[src/rtl/raster_out_handle.sv]
`default_nettype none
// +--------------------------------------------------------------------------+
// | Module      : raster_out_handle                                          |
// | Description : Converts the Pixel/Frame/Line stream into raster           |
// |               coordinates (i, j) and pixel data. Counts completed frames |
// |               and flags malformed lines/frames, resynchronising after    |
// |               them.                                                      |
// |               Optional: define RASTER_EDGE_COUNT_EN to report the number |
// |               of non-zero pixels in the last completed frame on          |
// |               EdgeCount. Otherwise EdgeCount is tied to 0.               |
// | Revision    : 1.0 - initial release                                      |
// +--------------------------------------------------------------------------+
module raster_out_handle #(
   parameter int PIX_W   = 8,
   parameter int COORD_W = 8,
   parameter int IMG_W   = 128,
   parameter int IMG_H   = 128,
   parameter int FCNT_W  = 16
) (
   input  logic                 Clk,
   input  logic                 Reset,
   input  logic [PIX_W-1:0]     PixelIn,
   input  logic                 ValidIn,
   input  logic                 FrameIn,
   input  logic                 LineIn,
   output logic [PIX_W-1:0]     data,
   output logic [COORD_W-1:0]   i,
   output logic [COORD_W-1:0]   j,
   output logic                 DataValid,
   output logic                 FrameOut,
   output logic [FCNT_W-1:0]    FrameCount,
   output logic                 LineErr,
   output logic                 FrameErr,
   output logic [2*COORD_W:0]   EdgeCount
);

   localparam logic [COORD_W-1:0] C_LAST_COL = COORD_W'(IMG_W - 1);
   localparam logic [COORD_W-1:0] C_LAST_ROW = COORD_W'(IMG_H - 1);

   typedef enum logic [0:0] {
      S_IDLE   = 1'b0,
      S_ACTIVE = 1'b1
   } state_t;

   state_t               state_q, state_d;
   logic [PIX_W-1:0]     data_q, data_d;
   logic [COORD_W-1:0]   i_q, i_d;
   logic [COORD_W-1:0]   j_q, j_d;
   logic                 dv_q, dv_d;
   logic                 fo_q, fo_d;
   logic [FCNT_W-1:0]    fcnt_q, fcnt_d;
   logic                 lerr_q, lerr_d;
   logic                 ferr_q, ferr_d;

   // Pixel is accepted and placed at (w_col, w_row) this cycle
   logic                 w_emit;
   logic [COORD_W-1:0]   w_col;
   logic [COORD_W-1:0]   w_row;

   // Next-position, error and frame-completion decode; i_q/j_q double as the current position
   always_comb begin
      state_d = state_q;
      data_d  = data_q;
      i_d     = i_q;
      j_d     = j_q;
      dv_d    = 1'b0;
      fo_d    = 1'b0;
      fcnt_d  = fcnt_q;
      lerr_d  = 1'b0;
      ferr_d  = 1'b0;
      w_emit  = 1'b0;
      w_col   = i_q;
      w_row   = j_q;

      if (ValidIn) begin
         if (state_q == S_IDLE) begin
            // Stray pixels are dropped silently until a frame starts
            if (FrameIn) begin
               w_emit  = 1'b1;
               w_col   = '0;
               w_row   = '0;
               state_d = S_ACTIVE;
            end
         end else begin
            // Long line (end of row, no LineIn) or short line (LineIn mid-row)
            if ((i_q == C_LAST_COL) && !LineIn)
               lerr_d = 1'b1;
            if ((i_q != C_LAST_COL) && LineIn)
               lerr_d = 1'b1;

            if (FrameIn) begin
               // Premature frame start: restart the raster, stay active
               ferr_d = 1'b1;
               w_emit = 1'b1;
               w_col  = '0;
               w_row  = '0;
            end else if (LineIn) begin
               if (j_q == C_LAST_ROW) begin
                  // A further line would leave the frame: drop and resync
                  ferr_d  = 1'b1;
                  state_d = S_IDLE;
               end else begin
                  w_emit = 1'b1;
                  w_col  = '0;
                  w_row  = j_q + COORD_W'(1);
               end
            end else if (i_q != C_LAST_COL) begin
               w_emit = 1'b1;
               w_col  = i_q + COORD_W'(1);
            end
            // Otherwise a long-line pixel: dropped, position holds
         end
      end

      if (w_emit) begin
         data_d = PixelIn;
         i_d    = w_col;
         j_d    = w_row;
         dv_d   = 1'b1;
         if ((w_col == C_LAST_COL) && (w_row == C_LAST_ROW)) begin
            fo_d    = 1'b1;
            fcnt_d  = fcnt_q + FCNT_W'(1);
            state_d = S_IDLE;
         end
      end
   end

   // State and output registers; reset overrides any input activity
   always_ff @(posedge Clk) begin
      if (Reset) begin
         state_q <= S_IDLE;
         data_q  <= '0;
         i_q     <= '0;
         j_q     <= '0;
         dv_q    <= 1'b0;
         fo_q    <= 1'b0;
         fcnt_q  <= '0;
         lerr_q  <= 1'b0;
         ferr_q  <= 1'b0;
      end else begin
         state_q <= state_d;
         data_q  <= data_d;
         i_q     <= i_d;
         j_q     <= j_d;
         dv_q    <= dv_d;
         fo_q    <= fo_d;
         fcnt_q  <= fcnt_d;
         lerr_q  <= lerr_d;
         ferr_q  <= ferr_d;
      end
   end

   assign data       = data_q;
   assign i          = i_q;
   assign j          = j_q;
   assign DataValid  = dv_q;
   assign FrameOut   = fo_q;
   assign FrameCount = fcnt_q;
   assign LineErr    = lerr_q;
   assign FrameErr   = ferr_q;

`ifdef RASTER_EDGE_COUNT_EN
   localparam int C_EC_W = 2*COORD_W + 1;

   logic [C_EC_W-1:0] ecnt_q, ecnt_d;
   logic [C_EC_W-1:0] edge_q, edge_d;

   // Running non-zero count; an emit at (0,0) is always a frame (re)start
   always_comb begin
      ecnt_d = ecnt_q;
      edge_d = edge_q;
      if (w_emit) begin
         ecnt_d = (((i_d == '0) && (j_d == '0)) ? '0 : ecnt_q)
                  + C_EC_W'(PixelIn != '0);
         if (fo_d)
            edge_d = ecnt_d;
      end
   end

   // Edge counter registers
   always_ff @(posedge Clk) begin
      if (Reset) begin
         ecnt_q <= '0;
         edge_q <= '0;
      end else begin
         ecnt_q <= ecnt_d;
         edge_q <= edge_d;
      end
   end

   assign EdgeCount = edge_q;
`else
   assign EdgeCount = '0;
`endif

endmodule
`default_nettype wire

[config.mk]
export PLATFORM = sky130hd
export DESIGN_NAME = raster_out_handle
export DESIGN_NICKNAME = d
export VERILOG_FILES = /design/src/rtl/raster_out_handle.sv
export SDC_FILE = /design/constraint.sdc
export NUM_CORES = 1
export LEC_CHECK = 0
export CELL_PAD_IN_SITES_DETAIL_PLACEMENT = 2
export CELL_PAD_IN_SITES_GLOBAL_PLACEMENT = 2
export CORE_AREA = 2 2 107 88
export DETAILED_ROUTE_END_ITERATION = 8
export DIE_AREA = 0 0 109 90
export GPL_ROUTABILITY_DRIVEN = 0
export GPL_TIMING_DRIVEN = 1
export PLACE_DENSITY = 0.81
export SLEW_MARGIN = 40
export SYNTH_ARGS = -nofsm -noshare
export SYNTH_HDL_FRONTEND = slang
export SYNTH_SLANG_ARGS = --single-unit
[constraint.sdc]
create_clock -name Clk -period 5.9 [get_ports Clk]
set_input_delay 1.18 -clock Clk [delete_from_list [all_inputs] [get_ports Clk]]
set_output_delay 1.18 -clock Clk [all_outputs]
set_load 0.02 [all_outputs]
==> impl_metrics.csv, run 1 <==
group,metric,value,unit
setup_path,worstSetupEndpointType,"register",
setup_path,critPathKind,"primary input to register",
setup_path,crit_fanout,32,
yosys,postSynth.asyncResetShare,0,%
die,io_pins,74,
timing,rsz_0062_raised_after_global_routing,"false",
die,floorplan.die_area,0.009810,mm^2
setup_path,cp_slowest_cell,"sky130_fd_sc_hd__clkdlybuf4s50_1",
timing,finalHoldViolations,0,
timing,totalNegativeSetupSlack,0,ns
pwr,max-vdd-ir-drop,0.0001044,V
layout,final_nets,372,
yosys,synth.yosys.seq_area_share,36.24,%
layout,layout_cell_share_with_drive_strength_beyond_1,5.337,%
clocking,cts.sink_count,45,
global_routing,vias_in_the_first_global_route,2548,
clocking,cts.repair.resized,0,
layout,layout.filler_cells,999,
drt,num_vias,2419,
drt,drtIter0Drc,86,
die,placement_rows,31,
timing,final.min_clock_period,4.633,ns
yosys,syn_area_per_cell,8.125,um^2
drt,detail_route.first_pass.iterations,4,
layout,syn2layout_area_growth,27.48,%
run,cap_violations,0,
setup_path,arrival,4.86,ns
clocking,clk_pin_slew,0.09,ns
place,place_ws,1.036,ns
yosys,ys.warnings.count,0,
yosys,synth_largest_area_cell,"sky130_fd_sc_hd__dfxtp_1",
layout,multi_input_gate_area_in_the_final_layout,0.001426,mm^2
setup_path,timing.critical_path.required,6.13,ns
clocking,post-cts-setup-buffers,0,
yosys,mappedNetlistArea,0.002486,mm^2
yosys,synth_seq_cells,45,
timing,worst-slew-pin-transition,0.7512,ns
place,buffers_on_ports,56,
yosys,ranking_of_synthesized_cells_by_area,"sky130_fd_sc_hd__dfxtp_1 (36%), sky130_fd_sc_hd__nor2_1 (5.9%), sky130_fd_sc_hd__buf_4 (5.1%)",
global_routing,grt_start_max_net_pins,46,
clocking,cts_max_path_buffers,2,
timing,max_freq,215.9,MHz
drt,postRouteAntennaNets,0,
pwr,static-leakage-power,1.090,nW
clocking,ctsRootBufferMaster,"sky130_fd_sc_hd__clkbuf_8",
timing,final_min_period_over_clock_period,78.52,%
clocking,insertion_delay,0.30,ns
setup_path,cp_cell_sequence,"clkdlybuf4s50_1 > nand3_2 > nor3_1 > o211ai_1 > nor4_1 > and4bb_1 > nand4_2 > or4_1 > a21oi_1",
clocking,cts_inserted_buffers,5,
drt,drc,0,
setup_path,setup.worst_path.start_class,"primary input",
clocking,h-tree-depth,2,
die,fp.dieW,109,um
layout,diodes,0,
worst_hold_path,timing.hold.worst.class,"register to register",
timing,report.final.slew_viol_count,0,
global_routing,grt_antenna_before_repair,0,
yosys,yosys_most_used_dff,"sky130_fd_sc_hd__dfxtp_1",
drt,wl_per_cell,16.86,um
yosys,synth_edf_count,0,
yosys,ys_types,52,
run_status,status,"completed",
global_routing,globalRoute.totalOverflow,0,
place,numPlacedInstances,464,
layout,layout.cells.non_filler,471,
layout,fin_util,36.00,%
timing,setup_viol_count_final,0,
die,die-height,90,um
global_routing,track_usage,16.90,%
drt,drt-total-wl,7.939,mm
yosys,synth_cells,306,
timing,timing.max_slew.rel_slack,49.80,%
pwr,power-per-cell-area,191.2,mW/mm^2
drt,drt-vias-per-instance,5.136,
place,hpwl,5.726,mm
setup_path,slowest_delay,0.87,ns
clocking,cts_hold_buffers,0,
global_routing,grt_pass1_wl,13.40,mm
timing,post-route-worst-setup-slack,1.267,ns
layout,final-seq-area,900.9,um^2
pwr,design_power_total,0.6061,mW
die,initial_core_utilization,28.24,%
die,fp.coreArea,0.008805,mm^2
clocking,cts_tree,"built",
timing,skew,0.004637,ns
yosys,synth_largest_type_area_fraction,36.24,%
==> metrics by stage <==
step | cell area (um^2) | hold WS, ns
after floorplan | 2546 | 0.5511
after global placement | 3065 | 0.4693
after detailed placement | 3065 | 0.4869
after CTS | 3169 | 0.5075
after global routing | 3169 | 0.5378
final | 3169 | 0.4957
==> area by class of cell <==
cell class | instances | share of cell area (%)
clock inverter | 2 | 1.105
sequential | 45 | 28.42
multi-input combinational | 240 | 45.01
clock buffer | 5 | 2.171
timing repair buffer | 57 | 17.92
tap | 115 | 4.540
inverter | 7 | 0.8291
==> report_power, final <==
part | internal, mW | switching (mW) | total [mW]
sequential | 0.308 | 0.00400 | 0.312
clock | 0.123 | 0.110 | 0.234
combinational | 0.0218 | 0.0388 | 0.0606
total | 0.453 | 0.153 | 0.606
==> kinds of logic (layout without fill, tap and decap cells) <==
| kind of cell | count (synthesis) | after routing | synth area share, % |
|---|---|---|---|
| flops | 45 | 45 | 36.24 |
| simple gates | 140 | 140 | 30.30 |
| fa+ha+maj | 3 | 3 | 1.510 |
| other cells | 1 | 17 | 0.1508 |
| buf+inv | 37 | 71 | 8.807 |
| compound gates | 63 | 63 | 16.26 |
| xor+xnor | 4 | 4 | 1.409 |
| mux | 13 | 13 | 5.335 |
==> synthesized netlist by cell type, drive strengths merged (2+ instances only) <==
master  instances
dfxtp          45
nor2           39
buf            26
nand2          22
a21oi          19
nand3          16
o21ai          15
mux2i          11
nand4          10
o31ai          10
nor3            9
or3             9
and3            7
inv             7
or4             7
a31oi           5
and2            4
clkbuf          4
nor2b           4
ha              3
nor4            3
o211ai          3
xor2            3
a211o           2
a211oi          2
and4            2
mux2            2
nand3b          2
nand4b          2
==> path summary, 6_finish.rpt <==
kind,cells after the start,to,slack (ns),from
min,2,FrameCount[15]$_SDFFE_PP0P_,0.50,FrameCount[15]$_SDFFE_PP0P_
max,9,FrameCount[13]$_SDFFE_PP0P_,1.27,LineIn
max reg2reg,9,FrameCount[13]$_SDFFE_PP0P_,2.34,j[0]$_SDFFE_PP0P_
min reg2reg,2,FrameCount[15]$_SDFFE_PP0P_,0.50,FrameCount[15]$_SDFFE_PP0P_
==> routing by layer <==
metal | up-vias | global-route usage, % | share of wire (%)
li1 | 1184 | - | -
met4 | 0 | 3.953 | 0.96
met2 | 52 | 25.21 | 43
met3 | 6 | 4.351 | 5.2
met5 | - | 0 | 0
met1 | 1177 | 24.18 | 51
==> registers in the layout, indices dropped and copies added, names as in the netlist <==
register / count
FrameOut: 1
FrameCount: 16
FrameErr: 1
data: 8
DataValid: 1
LineErr: 1
state_q: 1
i: 8
j: 8
==> critical path: cells and delay by family <==
kind            cells  cell delay [ns]
compound gates      2             0.32
buf+inv             1             0.87
simple gates        6             2.46
==> layout by cell type (no fill, tap or decap), types with 2 or more instances in the layout <==
cell type	count
sky130_fd_sc_hd__xor2_1	3
sky130_fd_sc_hd__nand3_2	2
sky130_fd_sc_hd__a31oi_1	4
sky130_fd_sc_hd__mux2i_1	11
sky130_fd_sc_hd__a211o_1	2
sky130_fd_sc_hd__nand3b_1	2
sky130_fd_sc_hd__or3_1	9
sky130_fd_sc_hd__dfxtp_1	45
sky130_fd_sc_hd__clkdlybuf4s50_1	56
sky130_fd_sc_hd__o31ai_1	10
sky130_fd_sc_hd__nor3_2	2
sky130_fd_sc_hd__nor2_1	39
sky130_fd_sc_hd__nor2b_1	4
sky130_fd_sc_hd__mux2_2	2
sky130_fd_sc_hd__ha_1	3
sky130_fd_sc_hd__a21oi_1	19
sky130_fd_sc_hd__and3_1	7
sky130_fd_sc_hd__nand2_1	22
sky130_fd_sc_hd__nor3_1	7
sky130_fd_sc_hd__o21ai_0	14
sky130_fd_sc_hd__inv_1	7
sky130_fd_sc_hd__or4_1	7
sky130_fd_sc_hd__nand3_1	14
sky130_fd_sc_hd__conb_1	17
sky130_fd_sc_hd__nand4b_1	2
sky130_fd_sc_hd__nand4_1	9
sky130_fd_sc_hd__clkbuf_8	5
sky130_fd_sc_hd__o211ai_1	3
sky130_fd_sc_hd__and2_1	4
sky130_fd_sc_hd__nor4_1	3
(Power assumes the default switching activity.)
==> inputs of run 2 (changes only) <==
--- a/config.mk
+++ b/config.mk
@@ -7,12 +7,12 @@
 export LEC_CHECK = 0
 export CELL_PAD_IN_SITES_DETAIL_PLACEMENT = 2
 export CELL_PAD_IN_SITES_GLOBAL_PLACEMENT = 2
-export CORE_AREA = 2 2 107 88
+export CORE_AREA = 2 2 111 91
 export DETAILED_ROUTE_END_ITERATION = 8
-export DIE_AREA = 0 0 109 90
+export DIE_AREA = 0 0 113 93
 export GPL_ROUTABILITY_DRIVEN = 0
 export GPL_TIMING_DRIVEN = 1
-export PLACE_DENSITY = 0.81
+export PLACE_DENSITY = 0.75
 export SLEW_MARGIN = 40
 export SYNTH_ARGS = -nofsm -noshare
 export SYNTH_HDL_FRONTEND = slang
==> constraint.sdc (replaced) <==
create_clock -name Clk -period 4.7 [get_ports Clk]
set_input_delay 0.94 -clock Clk [delete_from_list [all_inputs] [get_ports Clk]]
set_output_delay 0.94 -clock Clk [all_outputs]
set_load 0.02 [all_outputs]
==> run 2 against run 1 <==
  * The run now ends with DRC left
  * Flip-flop and latch count is the same
  * Clock-buffer cell count grew 2
  * Cell count grew 1.9%
  * Sequential power grew 26%
  * Register-to-register slack lost 1.1 ns
  * Sequential share of layout area shrank 0.90 points
  * Critical endpoint is now FrameCount[3]$_SDFFE_PP0P_
  * Clock power grew 81%
  * Critical path depth grew 1
  * Via count grew 2.2%
  * Die area grew 7.1%
  * Worst setup slack lost 0.75 ns
==> impl_metrics.csv, run 2 (synthesis gave the netlist of run 1 again) <==
group,metric,value,unit
timing,worst-slew-pin-transition,0.6039,ns
layout,layout.cells.most_common,"sky130_fd_sc_hd__clkdlybuf4s50_1",
timing,report.final.slew_viol_count,0,
layout,largest_register_ff_count,16,
clocking,post-cts-setup-buffers,0,
drt,drt-total-wl,8.261,mm
drt,routed.top_layer,"met4",
drt,met3RoutedLength,263,um
place,place_ws,0.1886,ns
global_routing,grt_start_max_net_pins,46,
setup_path,critPathKind,"primary input to register",
clocking,cts.repair.resized,0,
clocking,insertion_delay,0.29,ns
setup_path,reg2reg_setup_slack,1.27,ns
timing,final.min_clock_period,4.180,ns
global_routing,vias_in_the_first_global_route,2553,
place,numPlacedInstances,472,
drt,postRouteAntennaNets,0,
timing,timing.max_slew.rel_slack,59.61,%
setup_path,worstSetupEndpointType,"register",
global_routing,grt_antenna_before_repair,0,
pwr,power-per-cell-area,272.9,mW/mm^2
drt,drtIter0Drc,132,
clocking,cts.sink_count,45,
setup_path,arrival,4.40,ns
timing,final_min_period_over_clock_period,88.94,%
die,initial_core_utilization,26.31,%
setup_path,reg2regPathDepth,9,
timing,totalNegativeSetupSlack,0,ns
run,cap_violations,0,
layout,diodes,0,
clocking,cts_inserted_buffers,5,
die,floorplan.die_area,0.01051,mm^2
layout,fin_util,34.64,%
place,hpwl,5.928,mm
drt,drt-vias-per-instance,5.152,
worst_hold_path,hold_path.startpoint,"FrameCount[15]$_SDFFE_PP0P_",
clocking,cts_max_path_buffers,2,
worst_hold_path,timing.hold.worst.class,"register to register",
clocking,h-tree-depth,2,
setup_path,setup.worst_path.start_class,"primary input",
setup_path,critical_path.reg2reg.endpoint,"FrameCount[3]$_SDFFE_PP0P_",
setup_path,cp_slowest_cell,"sky130_fd_sc_hd__clkdlybuf4s50_1",
die,fp.dieW,113,um
place,buffers_on_ports,56,
die,die-height,93,um
timing,skew,0.007963,ns
clocking,cts_tree,"built",
setup_path,rr_startpoint,"state_q$_SDFF_PP0_",
die,placement_rows,32,
layout,layout_common_cells,"sky130_fd_sc_hd__clkdlybuf4s50_1 (56), sky130_fd_sc_hd__dfxtp_1 (45), sky130_fd_sc_hd__nor2_1 (39)",
layout,layout.cells.non_filler,480,
global_routing,grt_pass1_wl,13.45,mm
global_routing,globalRoute.totalOverflow,0,
clocking,ctsRootBufferMaster,"sky130_fd_sc_hd__clkbuf_16",
pwr,max-vdd-ir-drop,0.0001042,V
global_routing,track_usage,15.99,%
clocking,cts_hold_buffers,0,
setup_path,worstSetupEndpoint,"FrameCount[3]$_SDFFE_PP0P_",
clocking,clk_pin_slew,0.07,ns
layout,syn2layout_area_growth,31.66,%
timing,finalHoldViolations,0,
run_status,status,"finished, violations left",
timing,setup_viol_count_final,0,
drt,detail_route.first_pass.iterations,6,
layout,final_nets,376,
setup_path,crit_start,"LineIn",
setup_path,crit_fanout,23,
timing,rsz_0062_raised_after_global_routing,"false",
pwr,static-leakage-power,1.138,nW
drt,drc,4,
drt,met1_length,3.941,mm
run_status,violations_in_the_final_reports,"DRC",
setup_path,timing.critical_path.required,4.92,ns
drt,wl_per_cell,17.21,um
drt,met2WireLength,3.965,mm
setup_path,slowest_delay,0.85,ns
drt,num_vias,2473,
die,io_pins,74,
die,fp.coreArea,0.009449,mm^2
timing,max_freq,239.2,MHz
timing,post-route-worst-setup-slack,0.5198,ns
setup_path,cp_cell_sequence,"clkdlybuf4s50_1 > nand3_2 > nor3_1 > o211ai_1 > nor4_1 > and4bb_1 > nand4_2 > buf_4 > or3_1 > a21oi_1",
layout,layout_cell_share_with_drive_strength_beyond_1,6.371,%
==> run 2: routing by layer <==
metal / GRT usage, % / vias to the layer above
met1: 21.14 / 1229
li1: - / 1193
met4: 3.963 / 0
met2: 26.80 / 44
met3: 3.240 / 7
met5: 0 / -
==> run 2: worst max-delay path, delay by kind of cell <==
family,cells,cell delay (ns)
AOI/OAI and AO/OA,2,0.29
buffers and inverters,2,1.19
and+or+nand+nor,6,1.97
==> run 2: cell type report <==
class                   instances  area (um^2)
multi-input cells             240         1426
clock buffers                   7        142.6
clock inverters                 1        30.03
well taps                     119        148.9
fillers                      1084         6176
inverters                       7        26.28
flip-flops and latches         45        900.9
repair buffers                 61        598.1
==> run 2: per-stage QoR <==
step	area [um^2]	hold WS (ns)	power, mW
after global routing	3273	0.5437	0.9319
final	3273	0.4868	0.8931
after floorplan	2546	0.5511	0.4573
after global placement	3100	0.4599	0.4769
after CTS	3273	0.4915	0.9086
after detailed placement	3100	0.4819	0.4791
==> run 2: power breakdown <==
part | switching (mW) | leakage [nW] | internal [mW]
combinational | 0.0494 | 0.690 | 0.0284
clock | 0.157 | 0.0841 | 0.266
sequential | 0.00538 | 0.364 | 0.387
total | 0.212 | 1.14 | 0.681
==> run 2: worst min-delay path by stage <==
stage                                   to  cells past startpoint
6_report       FrameCount[15]$_SDFFE_PP0P_                      2
5_1_grt               data[3]$_SDFFE_PP0P_                      2
4_1_cts        FrameCount[15]$_SDFFE_PP0P_                      2
3_5_place_dp   FrameCount[15]$_SDFFE_PP0P_                      2
3_3_place_gp   FrameCount[15]$_SDFFE_PP0P_                      2
2_1_floorplan  FrameCount[15]$_SDFFE_PP0P_                      2
